[src/rtl/remote_pkg.sv]
// remote_pkg: shared types and constants for the host-side UART command link.
//   state_t     - main FSM states (IDLE, TX_HI, TX_LO, WAIT_RESP)
//   rx_state_t  - receiver states
//   RESP_DONE / RESP_PROG - robot response codes
//   FRAME_BITS  - 8N1 frame length (start + 8 data + stop)
//   frame_of()  - builds an LSB-first 8N1 frame for one byte
package remote_pkg;

  typedef enum logic [1:0] {IDLE, TX_HI, TX_LO, WAIT_RESP} state_t;
  typedef enum logic [1:0] {R_IDLE, R_START, R_DATA, R_STOP} rx_state_t;

  localparam logic [7:0] RESP_DONE  = 8'hA5;
  localparam logic [7:0] RESP_PROG  = 8'h5A;
  localparam int         FRAME_BITS = 10;
  localparam logic [3:0] LAST_BIT   = 4'(FRAME_BITS - 1);

  // Bit 0 is the first bit on the wire: start(0), data LSB-first, stop(1).
  function automatic logic [FRAME_BITS-1:0] frame_of(input logic [7:0] b);
    return {1'b1, b, 1'b0};
  endfunction

endpackage

[src/rtl/uart_byte_rx.sv]
// uart_byte_rx: 8N1 byte receiver for the robot's response line.
//   clk, rst      - clock, synchronous active-high reset
//   rx            - asynchronous serial input (idles high)
//   resp          - last validly framed byte, held until the next one
//   resp_rdy      - one-cycle pulse per valid byte (coincident with resp update)
//   frm_err       - one-cycle pulse when the stop bit samples 0
//   byte_stb      - combinational: valid stop sample this cycle
//   byte_nxt      - combinational: the byte being completed by byte_stb
// byte_stb/byte_nxt let the host FSM react on the same edge that loads resp.
module uart_byte_rx
  import remote_pkg::*;
#(
  parameter int BAUD_DIV = 2604
) (
  input  logic       clk,
  input  logic       rst,
  input  logic       rx,
  output logic [7:0] resp,
  output logic       resp_rdy,
  output logic       frm_err,
  output logic       byte_stb,
  output logic [7:0] byte_nxt
);

  localparam logic [11:0] HALF = 12'(BAUD_DIV / 2 - 1);
  localparam logic [11:0] LAST = 12'(BAUD_DIV - 1);

  logic        rx_m, rx_s, rx_d;   // sync stages + previous synced value
  rx_state_t   rstate;
  logic [11:0] cnt;
  logic [3:0]  nbit;
  logic [7:0]  sh;
  logic        samp_stop;

  assign samp_stop = (rstate == R_STOP) && (cnt == LAST);
  assign byte_stb  = samp_stop && rx_s;
  assign byte_nxt  = sh;

  always_ff @(posedge clk) begin
    if (rst) begin
      rx_m     <= 1'b1;
      rx_s     <= 1'b1;
      rx_d     <= 1'b1;
      rstate   <= R_IDLE;
      cnt      <= '0;
      nbit     <= '0;
      sh       <= '0;
      resp     <= '0;
      resp_rdy <= 1'b0;
      frm_err  <= 1'b0;
    end else begin
      rx_m     <= rx;
      rx_s     <= rx_m;
      rx_d     <= rx_s;
      resp_rdy <= byte_stb;
      frm_err  <= samp_stop && !rx_s;
      if (byte_stb) resp <= sh;

      unique case (rstate)
        R_IDLE: begin
          cnt <= '0;
          if (rx_d && !rx_s) rstate <= R_START;
        end
        R_START: begin
          // Mid-start re-check: a line already back high was a glitch.
          if (cnt == HALF) begin
            cnt    <= '0;
            nbit   <= '0;
            rstate <= rx_s ? R_IDLE : R_DATA;
          end else begin
            cnt <= cnt + 12'd1;
          end
        end
        R_DATA: begin
          if (cnt == LAST) begin
            cnt  <= '0;
            sh   <= {rx_s, sh[7:1]};
            nbit <= nbit + 4'd1;
            if (nbit == 4'd7) rstate <= R_STOP;
          end else begin
            cnt <= cnt + 12'd1;
          end
        end
        R_STOP: begin
          // Re-arm right after the stop sample so back-to-back frames work.
          if (cnt == LAST) begin
            cnt    <= '0;
            rstate <= R_IDLE;
          end else begin
            cnt <= cnt + 12'd1;
          end
        end
      endcase
    end
  end

endmodule

[src/rtl/remote_cmd_tx.sv]
// remote_cmd_tx: host-side UART command sender for the robot link.
//   clk, rst  - clock, synchronous active-high reset
//   cmd       - 16-bit command, captured when snd_cmd is accepted (busy=0)
//   snd_cmd   - send request; ignored while busy
//   RX / TX   - serial in from robot / serial out to robot (TX idles high)
//   busy      - accepted command not yet completed
//   cmd_sent  - pulse in the last cycle of the low byte's stop bit
//   resp_rdy, resp, frm_err - receiver outputs (see uart_byte_rx)
//   timeout   - pulse when no 0xA5 arrives within RESP_TIMEOUT cycles
// Optional macro REMOTE_TIMEOUT_EN builds the response timeout counter;
// without it WAIT_RESP waits for 0xA5 indefinitely and timeout stays 0.
module remote_cmd_tx
  import remote_pkg::*;
#(
  parameter int BAUD_DIV     = 2604,
  parameter int RESP_TIMEOUT = 50_000_000
) (
  input  logic        clk,
  input  logic        rst,
  input  logic [15:0] cmd,
  input  logic        snd_cmd,
  input  logic        RX,
  output logic        TX,
  output logic        busy,
  output logic        cmd_sent,
  output logic        resp_rdy,
  output logic [7:0]  resp,
  output logic        frm_err,
  output logic        timeout
);

  localparam logic [11:0] BAUD_LAST = 12'(BAUD_DIV - 1);
  localparam logic [11:0] BAUD_PRE  = 12'(BAUD_DIV - 2);

  state_t                state;
  logic [15:0]           shadow;
  logic [11:0]           baud_cnt;
  logic [3:0]            bit_cnt;
  logic [FRAME_BITS-1:0] tx_sh;     // tx_sh[0] is the bit on the wire
  logic                  busy_q, cmd_sent_q, timeout_q;
  logic                  byte_stb;
  logic [7:0]            byte_nxt;
  logic                  done_hit, bit_end, to_hit;
  logic [FRAME_BITS-1:0] hi_frame, lo_frame;

  assign hi_frame = frame_of(cmd[15:8]);
  assign lo_frame = frame_of(shadow[7:0]);
  assign done_hit = byte_stb && (byte_nxt == RESP_DONE);
  assign bit_end  = (baud_cnt == BAUD_LAST);

  assign TX       = tx_sh[0];
  assign busy     = busy_q;
  assign cmd_sent = cmd_sent_q;
  assign timeout  = timeout_q;

`ifdef REMOTE_TIMEOUT_EN
  logic [25:0] to_cnt;

  // Counter is 0 in the first WAIT_RESP cycle. Expiry fires on the edge
  // where it steps to RESP_TIMEOUT-1 so the registered pulse lines up with it.
  assign to_hit = (state == WAIT_RESP) && (to_cnt == 26'(RESP_TIMEOUT - 2));

  always_ff @(posedge clk) begin
    if (rst || state != WAIT_RESP) to_cnt <= '0;
    else                           to_cnt <= to_cnt + 26'd1;
  end
`else
  assign to_hit = 1'b0;
`endif

  uart_byte_rx #(.BAUD_DIV(BAUD_DIV)) u_rx (
    .clk      (clk),
    .rst      (rst),
    .rx       (RX),
    .resp     (resp),
    .resp_rdy (resp_rdy),
    .frm_err  (frm_err),
    .byte_stb (byte_stb),
    .byte_nxt (byte_nxt)
  );

  always_ff @(posedge clk) begin
    if (rst) begin
      state      <= IDLE;
      shadow     <= '0;
      baud_cnt   <= '0;
      bit_cnt    <= '0;
      tx_sh      <= '1;
      busy_q     <= 1'b0;
      cmd_sent_q <= 1'b0;
      timeout_q  <= 1'b0;
    end else begin
      cmd_sent_q <= 1'b0;
      timeout_q  <= 1'b0;

      unique case (state)
        IDLE: begin
          if (snd_cmd) begin
            shadow   <= cmd;
            busy_q   <= 1'b1;
            tx_sh    <= hi_frame;   // start bit appears next cycle
            baud_cnt <= '0;
            bit_cnt  <= '0;
            state    <= TX_HI;
          end
        end
        TX_HI, TX_LO: begin
          baud_cnt <= bit_end ? '0 : baud_cnt + 12'd1;
          // Set one cycle early so the pulse sits in the stop bit's last cycle.
          if (state == TX_LO && bit_cnt == LAST_BIT && baud_cnt == BAUD_PRE)
            cmd_sent_q <= 1'b1;
          if (bit_end) begin
            if (bit_cnt == LAST_BIT) begin
              bit_cnt <= '0;
              if (state == TX_HI) begin
                tx_sh <= lo_frame;  // no idle gap between frames
                state <= TX_LO;
              end else begin
                tx_sh <= '1;
                state <= WAIT_RESP;
              end
            end else begin
              bit_cnt <= bit_cnt + 4'd1;
              tx_sh   <= {1'b1, tx_sh[FRAME_BITS-1:1]};
            end
          end
        end
        WAIT_RESP: begin
          // 0xA5 takes priority over a coincident timeout.
          if (done_hit) begin
            busy_q <= 1'b0;
            state  <= IDLE;
          end else if (to_hit) begin
            timeout_q <= 1'b1;
            busy_q    <= 1'b0;
            state     <= IDLE;
          end
        end
      endcase
    end
  end

endmodule

[config.mk]
export PLATFORM = sky130hd
export DESIGN_NAME = remote_cmd_tx
export DESIGN_NICKNAME = d
export VERILOG_FILES = /design/src/rtl/remote_pkg.sv /design/src/rtl/uart_byte_rx.sv /design/src/rtl/remote_cmd_tx.sv
export SDC_FILE = /design/constraint.sdc
export NUM_CORES = 1
export LEC_CHECK = 0
export BUFFER_PORTS_ARGS = -buffer_cell sky130_fd_sc_hd__buf_2
export CAP_MARGIN = 5
export CORE_AREA = 2 2 81 83
export CTS_CLUSTER_DIAMETER = 30
export DETAILED_ROUTE_END_ITERATION = 10
export DIE_AREA = 0 0 83 85
export MAX_ROUTING_LAYER = met4
export PLACE_DENSITY = 0.85
export SLEW_MARGIN = 20
export SYNTH_ARGS = -nofsm -noshare
export SYNTH_HDL_FRONTEND = slang
export SYNTH_HIERARCHICAL = 1
export SYNTH_SLANG_ARGS = --single-unit
[constraint.sdc]
create_clock -name clk -period 3.5 [get_ports clk]
set_input_delay 0.35 -clock clk [delete_from_list [all_inputs] [get_ports clk]]
set_output_delay 0.35 -clock clk [all_outputs]
set_load 0.1 [all_outputs]
# Word-level counts from Yosys, hierarchy flattened
# Cells that the tools add are included.
# op_classes
n_addsub	4
n_eq_ne	22
muxes	35
bitwise_logic	1
n_reduce_logical	24
# ops
op	count
12-bit 2-to-1 mux	4
12-bit equality test (second input constant)	3
12-bit case mux with 3 select lines	1
10-bit 2-to-1 mux	3
12-bit by 1-bit adder with 12-bit output (second input constant)	2
12-bit case mux with 2 select lines	1
2-bit 2-to-1 mux	10
4-bit 2-to-1 mux	5
10-bit case mux with 2 select lines	1
4-bit case mux with 2 select lines	2
12-bit by 11-bit equality test with 1-bit output (second input constant)	1
2-bit inequality test (second input constant)	5
9-bit 2-to-1 mux	1
3-bit AND reduction	3
4-bit by 1-bit adder with 4-bit output (second input constant)	2
2-bit equality test (second input constant)	4
8-bit equality test (second input constant)	1
2-bit by 1-bit inequality test with 1-bit output (second input constant)	4
2-bit case mux with 4 select lines	1
1-bit logical AND	7
2-bit case mux with 3 select lines	1
2-bit AND reduction	3
2-bit nonzero test	3
2-bit OR reduction	3
10 further kinds	15
# word_totals
regBits	77

# Longest topological paths before layout
# depth
ltp_word	6
ltp_mapped	8

# Modules after synthesis
# Netlist, hierarchy kept.
# by_module_without_submodules
module	n_inst	cells_each	area_each_um2
remote_cmd_tx	1	260	2080.7
uart_byte_rx	1	175	1719.1

# Worst setup path after synthesis
# No wires, ideal clock.
# synth_path
path_kind	flip-flop to flip-flop
from	reg u_rx.cnt[0]
to	reg state[1]
setup_ns	0.095
t_arrival_ns	2.063
required_ns	3.405
path_slack_ns	1.342
path_stages_with_launch	9
path_buffers	1
cell_sequence	dfxtp_1 -> ha_1 -> and3_1 -> buf_2 -> and4_1 -> and3_1 -> nand4_1 -> a2111o_1 -> a221oi_1
# synth_via
elab_chain_len	6
# synth_rtl
item	line	source
start, declared	uart_byte_rx.sv:30	logic [11:0] cnt;
start signal, assigned	uart_byte_rx.sv:71	cnt <= cnt + 12'd1;
start signal, assigned	uart_byte_rx.sv:81	cnt <= cnt + 12'd1;
start signal, assigned	uart_byte_rx.sv:90	cnt <= cnt + 12'd1;
12-bit equality test	uart_byte_rx.sv:35	assign samp_stop = (rstate == R_STOP) && (cnt == LAST);
1-bit logical AND	uart_byte_rx.sv:35	
1-bit logical AND	uart_byte_rx.sv:36	assign byte_stb = samp_stop && rx_s;
via byte_stb	remote_cmd_tx.sv:41	logic byte_stb;
1-bit logical AND	remote_cmd_tx.sv:48	assign done_hit = byte_stb && (byte_nxt == RESP_DONE);
2-bit inequality test (no source line)	--	
4-bit AND reduction (no source line)	--	
end signal, assigned	remote_cmd_tx.sv:84	state <= IDLE;
end signal, assigned	remote_cmd_tx.sv:104	state <= TX_HI;
end signal, assigned	remote_cmd_tx.sv:117	state <= TX_LO;
end, declared	remote_cmd_tx.sv:35	state_t state;
# The timed path passes the listed nets, and every way through them passes these cells.
# A chain may end at the register's enable or synchronous reset.

# Worst setup path after layout
# layout_path
from	reg state[0]
to	reg tx_sh[8]
# layout_via
elab_chain_len	5
word_cells_on_any_way	12
classes_between	eq/ne: 4; mux: 4; reduce/logical: 4
# layout_rtl
item	line	source
2-bit by 1-bit equality test with 1-bit output	remote_cmd_tx.sv:96, remote_cmd_tx.sv:115	
9-bit 2-to-1 mux	remote_cmd_tx.sv:115	if (state == TX_HI) begin
10-bit 2-to-1 mux	remote_cmd_tx.sv:113	if (bit_cnt == LAST_BIT) begin
10-bit 2-to-1 mux	remote_cmd_tx.sv:112	if (bit_end) begin
10-bit case mux with 2 select lines	remote_cmd_tx.sv:96	unique case (state)
end signal, assigned	remote_cmd_tx.sv:101	tx_sh <= hi_frame;
end signal, assigned	remote_cmd_tx.sv:116	tx_sh <= lo_frame;
end signal, assigned	remote_cmd_tx.sv:124	tx_sh <= {1'b1, tx_sh[FRAME_BITS-1:1]};
end, declared	remote_cmd_tx.sv:39	logic [FRAME_BITS-1:0] tx_sh;
# Several ways; a longest one is shown, not always the timed one. The select of a mux whose other input is x is not followed.

==> results.sh <==
export IMPL_power_density_nw_per_um2=529
export IMPL_period_needed_ps=2710
export IMPL_dp_hpwl_mm=5.40
export IMPL_endpoint_kind="flop"
export IMPL_cts_sinks=76
export IMPL_via_count=3278
export IMPL_critical_path_top_delay_family="adder cells"
export IMPL_max_stage_delay_ps=850
export IMPL_ctsRootBufferMaster="clkbuf_8"
export IMPL_yosys_warnings=6
export IMPL_grt_usage_pct=24.0
export IMPL_ff2ff_path_depth=6
export IMPL_fin_worst_hold_slack_ps=175
export IMPL_grt_pass1_vias=3118
export IMPL_r2r_start="state[0]"
export IMPL_ioPinCount=34
export IMPL_worstMarginPinSlew_ps=881
export IMPL_wl_met3_um=373
export IMPL_core_um2=6200
export IMPL_htree_levels=3
export IMPL_grt_pass1_wl_mm=13.7
export IMPL_power_switching_uw=795
export IMPL_layout_nets=483
export IMPL_post_cts_buffers=0
export IMPL_die_w_um=83
export IMPL_cts_tree="done"
export IMPL_synth_distinct_cells=55
export IMPL_synth_area_um2=3800
export IMPL_initial_core_util_pct=61.2
export IMPL_async_reset_ff_share_pct=0
export IMPL_min_from="RX"
export IMPL_grt_max_degree=35
export IMPL_worstSetupPathType="flop to flop"
export IMPL_reg2reg_to="tx_sh[8]"
export IMPL_wl_met2_mm=4.00
export IMPL_post_cts_resized=0
export IMPL_clockBufferDepth=2
export IMPL_maxCapViolations=0
export IMPL_die_y_um=85
export IMPL_drv_slew=0
export IMPL_route_detailed_drc=0
export IMPL_drtAntennaViolNets=0
export IMPL_synth_area_per_cell_um2=8.74
export IMPL_antenna_found_initial=0
export IMPL_clockPowerShare_pct=28.1
export IMPL_multi_input_area_um2=2110
export IMPL_crit_required_ps=3770
export IMPL_grt_ovfl_total=0
export IMPL_synth_ff_type="dfxtp_1"
export IMPL_rsz0062_at_grt="false"
export IMPL_final_setup_viol_count=0
export IMPL_fmax_mhz=369
export IMPL_yosys_top_cells_area="dfxtp_1, mux2i_1, nand3_1, ha_1, nor2_1"
export IMPL_critPathLaunchType="flop"
export IMPL_clkTransAtPathRegs_ps=80
export IMPL_intPower_mw=1.39
export IMPL_ctsHoldBuffers=0
export IMPL_r2r_setup_slack_ps=790
export IMPL_status="complete, no violations"
export IMPL_register_area_um2=1520
export IMPL_relSlewSlack_pct=41.1
export IMPL_synth_top_area_share_pct=40.0
export IMPL_final_common_cell="dfxtp_1"
export IMPL_synth_edf_count=0
export IMPL_path_max_fanout=28
export IMPL_cp_cell_sequence="inv_1 -> ha_1 -> inv_1 -> o21ai_1 -> nand2_1 -> o211ai_1"
export IMPL_top_layer="met4"
export IMPL_whs_endpoint="u_rx/rx_m"
export IMPL_pwr_share_seq_pct=44.4
export IMPL_swShare_pct=36.3
export IMPL_worst_hold_path_type="input pin to flop"
export IMPL_wl_per_cell_um=15.0
export IMPL_ys_ff_latch=76
export IMPL_drtIter0Drc=188
export IMPL_insertion_delay_ps=350
export IMPL_period_share_pct=77.3
export IMPL_drive_gt1_share_pct=14.4
export IMPL_tns_ps=0
export IMPL_io_buffers=32
export IMPL_drt_wl_total_mm=8.03
export IMPL_yosys_area_top_type="dfxtp_1"
export IMPL_combPwrFrac_pct=27.5
export IMPL_p_leak_nw=1.58
export IMPL_syn_inst=435
export IMPL_cp_num_buf_inv=2
export IMPL_drt_vias_per_instance=6.14
export IMPL_finalHoldViolCount=0
export IMPL_seq_area_frac_synth_pct=40.0
export IMPL_syn_nets=466
export IMPL_cp_arrival_ps=2980
export IMPL_mostFrequentLayoutCells="dfxtp_1, nor2_1, nand2_1, buf_2, nand3_1"
export IMPL_ir_worst_vdd_mv=0.448
export IMPL_min_path_cells=2
export IMPL_rows=29
export IMPL_cp_slowest_cell="ha_1"
export IMPL_synthToLayoutAreaGrowth_pct=8.79
export IMPL_routabilityCongestion=0.826
export IMPL_skew_ps=8.67
export IMPL_drtPass1Iterations=5
export IMPL_num_fill_cells=505
export IMPL_num_antenna_cells=0
export IMPL_cts_inserted_buffers=9
export IMPL_dieArea_um2=7060
export IMPL_critical_path_most_common_cell="inv_1"
export IMPL_m1WireLength_mm=3.50
## cell type report
class | count | share of cell area (%)
Tap cell | 77 | 2.33
Clock inverter | 7 | 1.33
Sequential cell | 76 | 36.8
Clock buffer | 9 | 3.00
Timing Repair Buffer | 35 | 4.42
Inverter | 13 | 1.18
Multi-Input combinational cell | 317 | 50.9
## per-layer routing
metal	up-vias	GRT usage, %
li1	1615	-
met1	1542	27.8
met2	103	40.6
met3	18	4.57
met4	0	11.0
met5	-	-
## kinds of logic (layout without fill, tap and decap cells)
group	after synthesis	in the layout	synth area share, %
adders and majority gates	11	11	3.62
DFF	76	76	40.0
buffers and inverters	42	64	4.87
and+or+nand+nor	195	195	30.2
other	1	1	0.0987
xor gates and xnor gates	11	11	2.54
muxes	19	19	5.00
AOI/OAI and AO/OA	80	80	13.6
## power groups by stage
stage                     registers [mW]  logic, mW  clock network [mW]
after floorplan                     1.03      0.419                   0
after global placement             0.987      0.562                   0
after detailed placement           0.987      0.583                   0
after CTS                          0.970      0.586               0.627
after global routing               0.983      0.661               0.670
final                              0.971      0.602               0.616
## worst max path at each step
stage / start / to / slack [ps] / cells after the start
4_1_cts: state[0] / tx_sh[8] / 690 / 6
3_5_place_dp: state[0] / bit_cnt[2] / 730 / 6
6_report: state[0] / tx_sh[8] / 790 / 6
2_1_floorplan: u_rx/cnt[0] / state[1] / 1340 / 8
5_1_grt: state[0] / tx_sh[3] / 540 / 6
3_3_place_gp: state[0] / bit_cnt[2] / 860 / 6
## worst register-to-register path: stages (launching register included)
cell      delay, ps
dfxtp_1         380
inv_1            80
ha_1            850
inv_1           240
o21ai_1         460
nand2_1         350
o211ai_1        270
## cells in the mapped netlist, drive strengths merged, types with 13 or more instances
library cell / n
inv: 13
nand2: 32
dfxtp: 76
o21ai: 18
nor2: 36
a31oi: 19
or4: 13
mux2i: 19
nand4: 16
clkbuf: 22
nand3: 28
a21oi: 19
## per-stage QoR
stage / cell area (um^2) / util (%) / total power, mW / cells / worst slack [ps]
after detailed placement: 3950 / 63.6 / 1.57 / 518 / 731
after global routing: 4130 / 66.6 / 2.31 / 534 / 543
after floorplan: 3800 / - / 1.45 / 435 / 1340
after CTS: 4130 / 66.5 / 2.18 / 534 / 694
after global placement: 3950 / 63.6 / 1.55 / 518 / 865
final: 4130 / 66.6 / 2.19 / 534 / 793
## sequential cells by signal, indices dropped and copies added (netlist names), 2 cells and up, named ones only
signal         cells
u_rx/resp          8
bit_cnt            4
shadow             8
u_rx/nbit          4
state              2
tx_sh              9
baud_cnt          12
u_rx/byte_nxt      8
u_rx/cnt          12
(Power assumes the default switching activity.)
